`src/rtl/fix_session_scheduler_pkg.sv`:
```
// Shared types for the FIX session scheduler: message codes, FSM states and
// the internal grant identifiers used by the arbiter.
package fix_pkg;

  typedef enum logic [2:0] {
    MT_NONE      = 3'b000,
    MT_LOGON     = 3'b001,
    MT_HEARTBEAT = 3'b010,
    MT_TESTREQ   = 3'b011,
    MT_LOGOUT    = 3'b100,
    MT_APP       = 3'b101
  } msg_type_t;

  typedef logic [1:0] sched_state_t;
  localparam sched_state_t S_IDLE  = 2'd0;
  localparam sched_state_t S_OFFER = 2'd1;
  localparam sched_state_t S_BUSY  = 2'd2;

  // Heartbeat and heartbeat-response share MT_HEARTBEAT, so the winner is
  // tracked separately to know which pending flag an accept retires.
  typedef enum logic [2:0] {
    G_NONE,
    G_LOGOUT,
    G_HB_RSP,
    G_TESTREQ,
    G_HB,
    G_LOGON,
    G_APP
  } grant_t;

  function automatic msg_type_t grant_msg(input grant_t g);
    case (g)
      G_LOGOUT:  return MT_LOGOUT;
      G_HB_RSP:  return MT_HEARTBEAT;
      G_TESTREQ: return MT_TESTREQ;
      G_HB:      return MT_HEARTBEAT;
      G_LOGON:   return MT_LOGON;
      G_APP:     return MT_APP;
      default:   return MT_NONE;
    endcase
  endfunction

endpackage

```
`src/rtl/fix_session_scheduler_if.sv`:
```
// Offer/accept/done handshake between the scheduler and the message generator.
interface fix_session_scheduler_if;
  import fix_pkg::*;

  logic      send_valid;
  msg_type_t send_type;
  logic      send_ready;
  logic      send_done;

  modport master (
    output send_valid,
    output send_type,
    input  send_ready,
    input  send_done
  );

  modport slave (
    input  send_valid,
    input  send_type,
    output send_ready,
    output send_done
  );

endinterface

```
`src/rtl/fix_session_scheduler_idle_timer.sv`:
```
// Saturating idle-tick counter with synchronous clear and an equality compare
// against a threshold one bit wider than the counter.
module fix_idle_timer #(
  parameter int TICK_W = 9
) (
  input  logic            clk,
  input  logic            rst,
  input  logic            run,
  input  logic            tick,
  input  logic            clr,
  input  logic [TICK_W:0] cmp,
  output logic            hit
);

  logic [TICK_W-1:0] cnt;

  // Clear dominates a coincident tick; the count sticks at all-ones.
  always_ff @(posedge clk) begin
    if (rst) begin
      cnt <= '0;
    end else if (clr) begin
      cnt <= '0;
    end else if (run && tick && (cnt != '1)) begin
      cnt <= cnt + 1'b1;
    end
  end

  assign hit = run && ({1'b0, cnt} == cmp);

endmodule

```
`src/rtl/fix_session_scheduler.sv`:
```
// Outbound FIX session sequencer: heartbeat / test-request timing, peer timeout
// and fixed-priority arbitration of session and application sends.
module fix_session_scheduler
  import fix_pkg::*;
#(
  parameter int TICK_W      = 9,
  parameter int GRACE_TICKS = 2
) (
  input  logic                      clk,
  input  logic                      rst,
  input  logic                      logged_on_i,
  input  logic [7:0]                heartBeatInt_i,
  input  logic                      tick_i,
  input  logic                      logon_req_i,
  input  logic                      logout_req_i,
  input  logic                      app_req_i,
  input  logic                      new_message_r_i,
  input  logic [2:0]                received_msg_type_i,
  fix_session_scheduler_if.master   send_if,
  output logic                      disconnect_o
);

  localparam int CMP_W = TICK_W + 1;

  sched_state_t state;
  grant_t       grant;
  grant_t       win;

  logic p_logon, p_logout, p_hb_rsp, p_testreq, p_hb;
  logic n_logon, n_logout, n_hb_rsp, n_testreq, n_hb;
  logic testreq_out;
  logic logout_sent;
  logic logged_on_q;

  logic timers_run, logon_fall, accept;
  logic tx_hit, rx_hit, tx_clr, rx_clr;
  logic tr_evt, dc_evt;
  logic inbound_testreq, inbound_logout;
  logic [CMP_W-1:0] tx_cmp, rx_cmp, rx_first, rx_second;

  // A drop (timeout or session loss) beats a set, and a set beats a grant clear.
  function automatic logic flag_nxt(input logic cur, input logic set,
                                    input logic clr, input logic drop);
    if (drop) return 1'b0;
    if (set)  return 1'b1;
    if (clr)  return 1'b0;
    return cur;
  endfunction

  assign timers_run = logged_on_i && (heartBeatInt_i != 8'd0);
  assign logon_fall = logged_on_q && !logged_on_i;
  assign accept     = (state == S_OFFER) && send_if.send_ready;

  assign tx_cmp    = CMP_W'(heartBeatInt_i);
  assign rx_first  = CMP_W'(heartBeatInt_i) + CMP_W'(GRACE_TICKS);
  assign rx_second = CMP_W'({heartBeatInt_i, 1'b0}) + CMP_W'(GRACE_TICKS);
  // One comparator serves both rx thresholds: the outstanding flag picks which.
  assign rx_cmp    = testreq_out ? rx_second : rx_first;

  // Any inbound traffic proves the peer alive, so it also suppresses rx events.
  assign tr_evt = rx_hit && !testreq_out && !new_message_r_i;
  assign dc_evt = rx_hit &&  testreq_out && !new_message_r_i;

  assign tx_clr = accept || tx_hit || dc_evt || !logged_on_i;
  assign rx_clr = new_message_r_i || dc_evt || !logged_on_i;

  assign inbound_testreq = new_message_r_i && (received_msg_type_i == MT_TESTREQ);
  assign inbound_logout  = new_message_r_i && (received_msg_type_i == MT_LOGOUT);

  fix_idle_timer #(.TICK_W(TICK_W)) u_tx_timer (
    .clk  (clk),
    .rst  (rst),
    .run  (timers_run),
    .tick (tick_i),
    .clr  (tx_clr),
    .cmp  (tx_cmp),
    .hit  (tx_hit)
  );

  fix_idle_timer #(.TICK_W(TICK_W)) u_rx_timer (
    .clk  (clk),
    .rst  (rst),
    .run  (timers_run),
    .tick (tick_i),
    .clr  (rx_clr),
    .cmp  (rx_cmp),
    .hit  (rx_hit)
  );

  always_comb begin
    n_logout  = flag_nxt(p_logout,
                         logout_req_i || (inbound_logout && !logout_sent),
                         accept && (grant == G_LOGOUT), 1'b0);
    n_hb_rsp  = flag_nxt(p_hb_rsp, inbound_testreq,
                         accept && (grant == G_HB_RSP), dc_evt || logon_fall);
    n_testreq = flag_nxt(p_testreq, tr_evt,
                         accept && (grant == G_TESTREQ), dc_evt || logon_fall);
    n_hb      = flag_nxt(p_hb, tx_hit,
                         accept && (grant == G_HB), dc_evt || logon_fall);
    n_logon   = flag_nxt(p_logon, logon_req_i && !logged_on_i,
                         accept && (grant == G_LOGON), dc_evt);
  end

  // Arbitrating on next-state flags gives a one-cycle request-to-offer latency.
  always_comb begin
    win = G_NONE;
    if (n_logout)                        win = G_LOGOUT;
    else if (n_hb_rsp)                   win = G_HB_RSP;
    else if (n_testreq)                  win = G_TESTREQ;
    else if (n_hb)                       win = G_HB;
    else if (n_logon && !logged_on_i)    win = G_LOGON;
    else if (app_req_i && logged_on_i)   win = G_APP;
  end

  always_ff @(posedge clk) begin
    if (rst) begin
      p_logon     <= 1'b0;
      p_logout    <= 1'b0;
      p_hb_rsp    <= 1'b0;
      p_testreq   <= 1'b0;
      p_hb        <= 1'b0;
      testreq_out <= 1'b0;
      logout_sent <= 1'b0;
      logged_on_q <= 1'b0;
      disconnect_o <= 1'b0;
    end else begin
      p_logon     <= n_logon;
      p_logout    <= n_logout;
      p_hb_rsp    <= n_hb_rsp;
      p_testreq   <= n_testreq;
      p_hb        <= n_hb;
      logged_on_q <= logged_on_i;
      disconnect_o <= dc_evt;
      if (new_message_r_i || dc_evt || !logged_on_i) begin
        testreq_out <= 1'b0;
      end else if (tr_evt) begin
        testreq_out <= 1'b1;
      end
      // Remember our own Logout so the peer's acknowledgement is not answered.
      if (accept && (grant == G_LOGOUT)) begin
        logout_sent <= 1'b1;
      end else if (accept && (grant == G_LOGON)) begin
        logout_sent <= 1'b0;
      end
    end
  end

  always_ff @(posedge clk) begin
    if (rst) begin
      state              <= S_IDLE;
      grant              <= G_NONE;
      send_if.send_valid <= 1'b0;
      send_if.send_type  <= MT_NONE;
    end else begin
      case (state)
        S_IDLE: begin
          if (win != G_NONE) begin
            state              <= S_OFFER;
            grant              <= win;
            send_if.send_valid <= 1'b1;
            send_if.send_type  <= grant_msg(win);
          end
        end
        S_OFFER: begin
          if (send_if.send_ready) begin
            state              <= S_BUSY;
            send_if.send_valid <= 1'b0;
          end
        end
        S_BUSY: begin
          // Returning to idle here leaves a one-cycle gap before the next offer.
          if (send_if.send_done) begin
            state <= S_IDLE;
          end
        end
        default: begin
          state              <= S_IDLE;
          send_if.send_valid <= 1'b0;
        end
      endcase
    end
  end

endmodule

```
`src/flat_wrapper.sv`:
```
// flat-port wrapper written by rule: the top's interface ports become plain ports
module fix_session_scheduler_flat import fix_pkg::*;
#(
  parameter int TICK_W      = 9,
  parameter int GRACE_TICKS = 2
)
  (clk, rst, logged_on_i, heartBeatInt_i, tick_i, logon_req_i, logout_req_i, app_req_i, new_message_r_i, received_msg_type_i, disconnect_o, send_if_send_valid, send_if_send_type, send_if_send_ready, send_if_send_done);
  fix_session_scheduler_if send_if_i ();
  input  logic clk;
  input  logic rst;
  input  logic logged_on_i;
  input  logic [7:0] heartBeatInt_i;
  input  logic tick_i;
  input  logic logon_req_i;
  input  logic logout_req_i;
  input  logic app_req_i;
  input  logic new_message_r_i;
  input  logic [2:0] received_msg_type_i;
  output logic disconnect_o;
  output wire logic [$bits(send_if_i.send_valid)-1:0] send_if_send_valid;
  output wire logic [$bits(send_if_i.send_type)-1:0] send_if_send_type;
  input wire logic [$bits(send_if_i.send_ready)-1:0] send_if_send_ready;
  input wire logic [$bits(send_if_i.send_done)-1:0] send_if_send_done;
  assign send_if_send_valid = send_if_i.send_valid;
  assign send_if_send_type = send_if_i.send_type;
  assign send_if_i.send_ready = send_if_send_ready;
  assign send_if_i.send_done = send_if_send_done;
  fix_session_scheduler #(.TICK_W(TICK_W), .GRACE_TICKS(GRACE_TICKS)) u_core (.clk(clk), .rst(rst), .logged_on_i(logged_on_i), .heartBeatInt_i(heartBeatInt_i), .tick_i(tick_i), .logon_req_i(logon_req_i), .logout_req_i(logout_req_i), .app_req_i(app_req_i), .new_message_r_i(new_message_r_i), .received_msg_type_i(received_msg_type_i), .send_if(send_if_i), .disconnect_o(disconnect_o));
endmodule
```
`config.mk`:
```
export PLATFORM = sky130hd
export DESIGN_NAME = fix_session_scheduler_flat
export DESIGN_NICKNAME = d
export VERILOG_FILES = /design/src/rtl/fix_session_scheduler_pkg.sv /design/src/rtl/fix_session_scheduler_if.sv /design/src/rtl/fix_session_scheduler_idle_timer.sv /design/src/rtl/fix_session_scheduler.sv /design/src/flat_wrapper.sv
export SDC_FILE = /design/constraint.sdc
export NUM_CORES = 1
export LEC_CHECK = 0
export BUFFER_PORTS_ARGS = -buffer_cell sky130_fd_sc_hd__buf_4
export CAP_MARGIN = 20
export CORE_MARGIN = 4
export CORE_UTILIZATION = 50
export DETAILED_ROUTE_END_ITERATION = 7
export GPL_TIMING_DRIVEN = 1
export PLACE_DENSITY = 0.71
export SLEW_MARGIN = 20
export SYNTH_ARGS = -nofsm -noshare
export SYNTH_HDL_FRONTEND = slang
export SYNTH_SLANG_ARGS = --single-unit
```
`constraint.sdc`:
```
create_clock -name clk -period 6.8 [get_ports clk]
set_input_delay 0 -clock clk [delete_from_list [all_inputs] [get_ports clk]]
set_output_delay 0 -clock clk [all_outputs]
set_load 0.03 [all_outputs]
```
==> impl_results.md <==
* Outcome: finished, final reports clean
* NumNets Final at 354
* Peak Freq at 0.333 GHz
* Number of max-slew violations in the final report at 0
* Worst path cell trace: nor2b_2 > a2111oi_1 > o21ai_1 > a2111oi_4 > nand2_1 > nand3_1 > o211ai_1 > a211oi_1
* Finished Cell Area at 2770 um^2
* Diode count at 0
* GRT Total Usage at 19.1%
* Setup bufs post-CTS at 0
* Final wirelength at 5450 um
* Hold Crit Class: in -> reg
* Maximum VDD drop at 0.138 mV
* DRT Pass-1 Iters at 4
* Synth-to-Final Area Change at 11.8%
* Fin crit period at 3.00 ns
* Number of flops mapped to enable cells by yosys at 0
* Initial core utilization at 52.1%
* Clock sinks at 36
* Max clock buf depth at 2
* Mapped cell area at 2480 um^2
* Top cells by area, synth: dfxtp_1 (29%), xnor2_1 (6.4%), nor2_1 (5.5%)
* Synthesized flop and latch total at 36
* Avg Synthesized Cell Area at 8.07 um^2
* Initial antenna violation count at 0
* Type of the worst setup path: reg -> reg
* GRT overflow at 0
* Ys Warns at 0
* GPL Wtd Cong at 0.918
* Worst endpoint required time at 7.00 ns
* Placed Area at 2640 um^2
* Die H at 78.4 um
* Post-Synth Adder-Cell Area at 3.54%
* Clock Pin Slew Worst Setup and Hold Paths at 0.08 ns
* Layout cells sized above 1 at 15.6%
* Post-synthesis cell type count at 66
* Slew margin rel. at 37.5%
* Die Width at 78.4 um
* Sequential element share of the synthesized area at 29.1%
* Max Clock Skew at 0.00678 ns
* P per Cell Area at 179 nW/um^2
* Crit Path Max Fanout at 23
* Setup TNS at 0 ns
* Unrepaired setup endpoints after global routing: false
* Worst-Skew Late Latency at 0.29 ns
* I/O Buffers at 25
* Min Hold Slack at 0.0380 ns
* Resized cells post-CTS at 0
* Num CTS Buffers at 5
* H-tree Lvls at 2
* Worst EP arrival at 3.20 ns
* Largest family of logic cells by synthesized area: simple AND/OR/NAND/NOR gates
* Cell row count at 25
* Max incr delay on CP at 0.79 ns
* Tightest Pin Transition at 0.932 ns
* Vias in the first global route at 2092
* Post-placement cell count at 384
* Post-DP HPWL at 4120 um
* Worst path top cell family by delay: compound AO/OA/AOI/OAI gates
* Layout Cells excl Fill at 394
* Via count at 2215
* Top-area cell type share of the netlist area at 29.1%
* Post-Syn Instances at 307
* CORE AREA at 4750 um^2
* DRC errors left at 0
* Final period util at 44.1%
* Max-cap violations at 0
* Die Area at 6140 um^2
* Final setup vio count at 0
* Post-Route Utilization at 58.2%
* CTS tree: built
* Final Hold Fails at 0
* Mux cell area share after synthesis at 2.48%
* Slowest-stage cell, CP: dfxtp_1
* Vias/cell at 5.62
* Synth async-reset ratio at 0%
* IO Pins at 26
* Prevailing post-synth register cell: dfxtp_1
* Largest net degree at the start of global routing at 24
* Simple-Gate Fraction of Synth Area at 30.1%
* DRT antenna net count at 0
* Synth Area in Compound Gates at 18.5%
* WL/cell at 13.8 um
* CP startpoint kind: flop
* Synth Area in XOR/XNOR at 9.90%
* Crit path capture type: flop
* R2r setup slk at 3.80 ns
* First-pass GRT wire length at 9530 um
* Syn Nets at 335
* Synth area leader: dfxtp_1
* DR iter-0 viols at 123
* Clk root buf: clkbuf_8
* Standby leakage power at 0.00100 uW
* Post-CTS Hold Fix Bufs at 2
* Worst Path Buf+Inv at 0
==> metal layers <==
layer	GRT usage [%]	wire length [um]	up-vias
met3	3.10	230	5
met4	7.69	68	0
met1	26.1	2680	1016
met2	30.1	2470	50
li1	-	-	1144
met5	0	0	-
==> final cells by class <==
cell class                      count  area (um^2)
Inverter                           12         45.0
Clock inverter                      3         42.5
Clock buffer                        5         68.8
Fill cell                         476         1990
Tap cell                           67         83.8
Timing Repair Buffer               27          208
Multi-Input combinational cell    244         1600
Sequential cell                    36          721
==> placed cells by master (no fill, tap or decap), drive strengths merged, types with 2 or more instances in the layout <==
cell / instances
a2111oi: 3
a211oi: 5
a21o: 2
a21oi: 17
a221oi: 2
a311o: 2
a32oi: 3
and2: 4
and3: 8
buf: 25
clkbuf: 5
dfxtp: 36
dlygate4sd3: 2
ha: 7
inv: 12
mux2i: 5
nand2: 24
nand2b: 6
nand3: 15
nand3b: 3
nand4: 9
nand4b: 2
nor2: 36
nor2b: 6
nor3: 5
nor3b: 2
nor4: 4
nor4b: 2
o211ai: 4
o21ai: 12
o31ai: 3
o41ai: 2
or2: 3
or3: 8
xnor2: 18
xor2: 10
==> sequential cells by signal, summed over array words and instances (netlist names), 2 cells and up <==
register and count:
u_core.grant 3, u_core.send_if.send_type 3, u_core.u_rx_timer.cnt 9, u_core.state 2, u_core.u_tx_timer.cnt 9
==> logic make-up (layout without fill, tap and decap cells) <==
kind of cell	after synthesis	after routing
AO/OA/AOI/OAI	63	63
XOR/XNOR	28	28
adder cells (fa/ha/maj)	7	7
buffers and inverters	27	47
flip-flops	36	36
multiplexers	6	6
AND/OR/NAND/NOR	140	140
==> power breakdown <==
group / total (uW) / internal (uW) / switching (uW)
Clock: 188 / 109 / 79.9
Combinational: 83.4 / 35.9 / 47.5
Sequential: 223 / 218 / 5.48
Total: 495 / 362 / 133
==> final timing paths <==
kind | startpoint | endpoint | cells after the start
worst min register to register | u_core.send_if.send_valid | u_core.send_if.send_valid | 2
worst min-delay path | rst | u_core.disconnect_o | 2
worst max-delay path | u_core.testreq_out | u_core.send_if.send_type[0] | 8
worst max register to register | u_core.testreq_out | u_core.send_if.send_type[0] | 8
==> through the flow <==
| step | power, uW | worst slack, ns |
|---|---|---|
| 2_1_floorplan | 285 | 4.37 |
| 3_3_place_gp | 310 | 3.94 |
| 3_5_place_dp | 311 | 3.87 |
| 4_1_cts | 501 | 3.82 |
| 5_1_grt | 521 | 3.39 |
| 6_report | 495 | 3.80 |
==> synth_stat cells, drive strengths merged (5+ instances only) <==
| cell | instances |
|---|---|
| nand2b | 6 |
| and3 | 8 |
| a21oi | 17 |
| o21ai | 12 |
| nor3 | 5 |
| buf | 10 |
| inv | 12 |
| dfxtp | 36 |
| or3 | 8 |
| mux2i | 5 |
| a211oi | 5 |
| nand4 | 9 |
| ha | 7 |
| xor2 | 10 |
| nor2b | 6 |
| nand2 | 24 |
| xnor2 | 18 |
| nand3 | 15 |
| clkbuf | 5 |
| nor2 | 36 |
(Power assumes the default switching activity.)
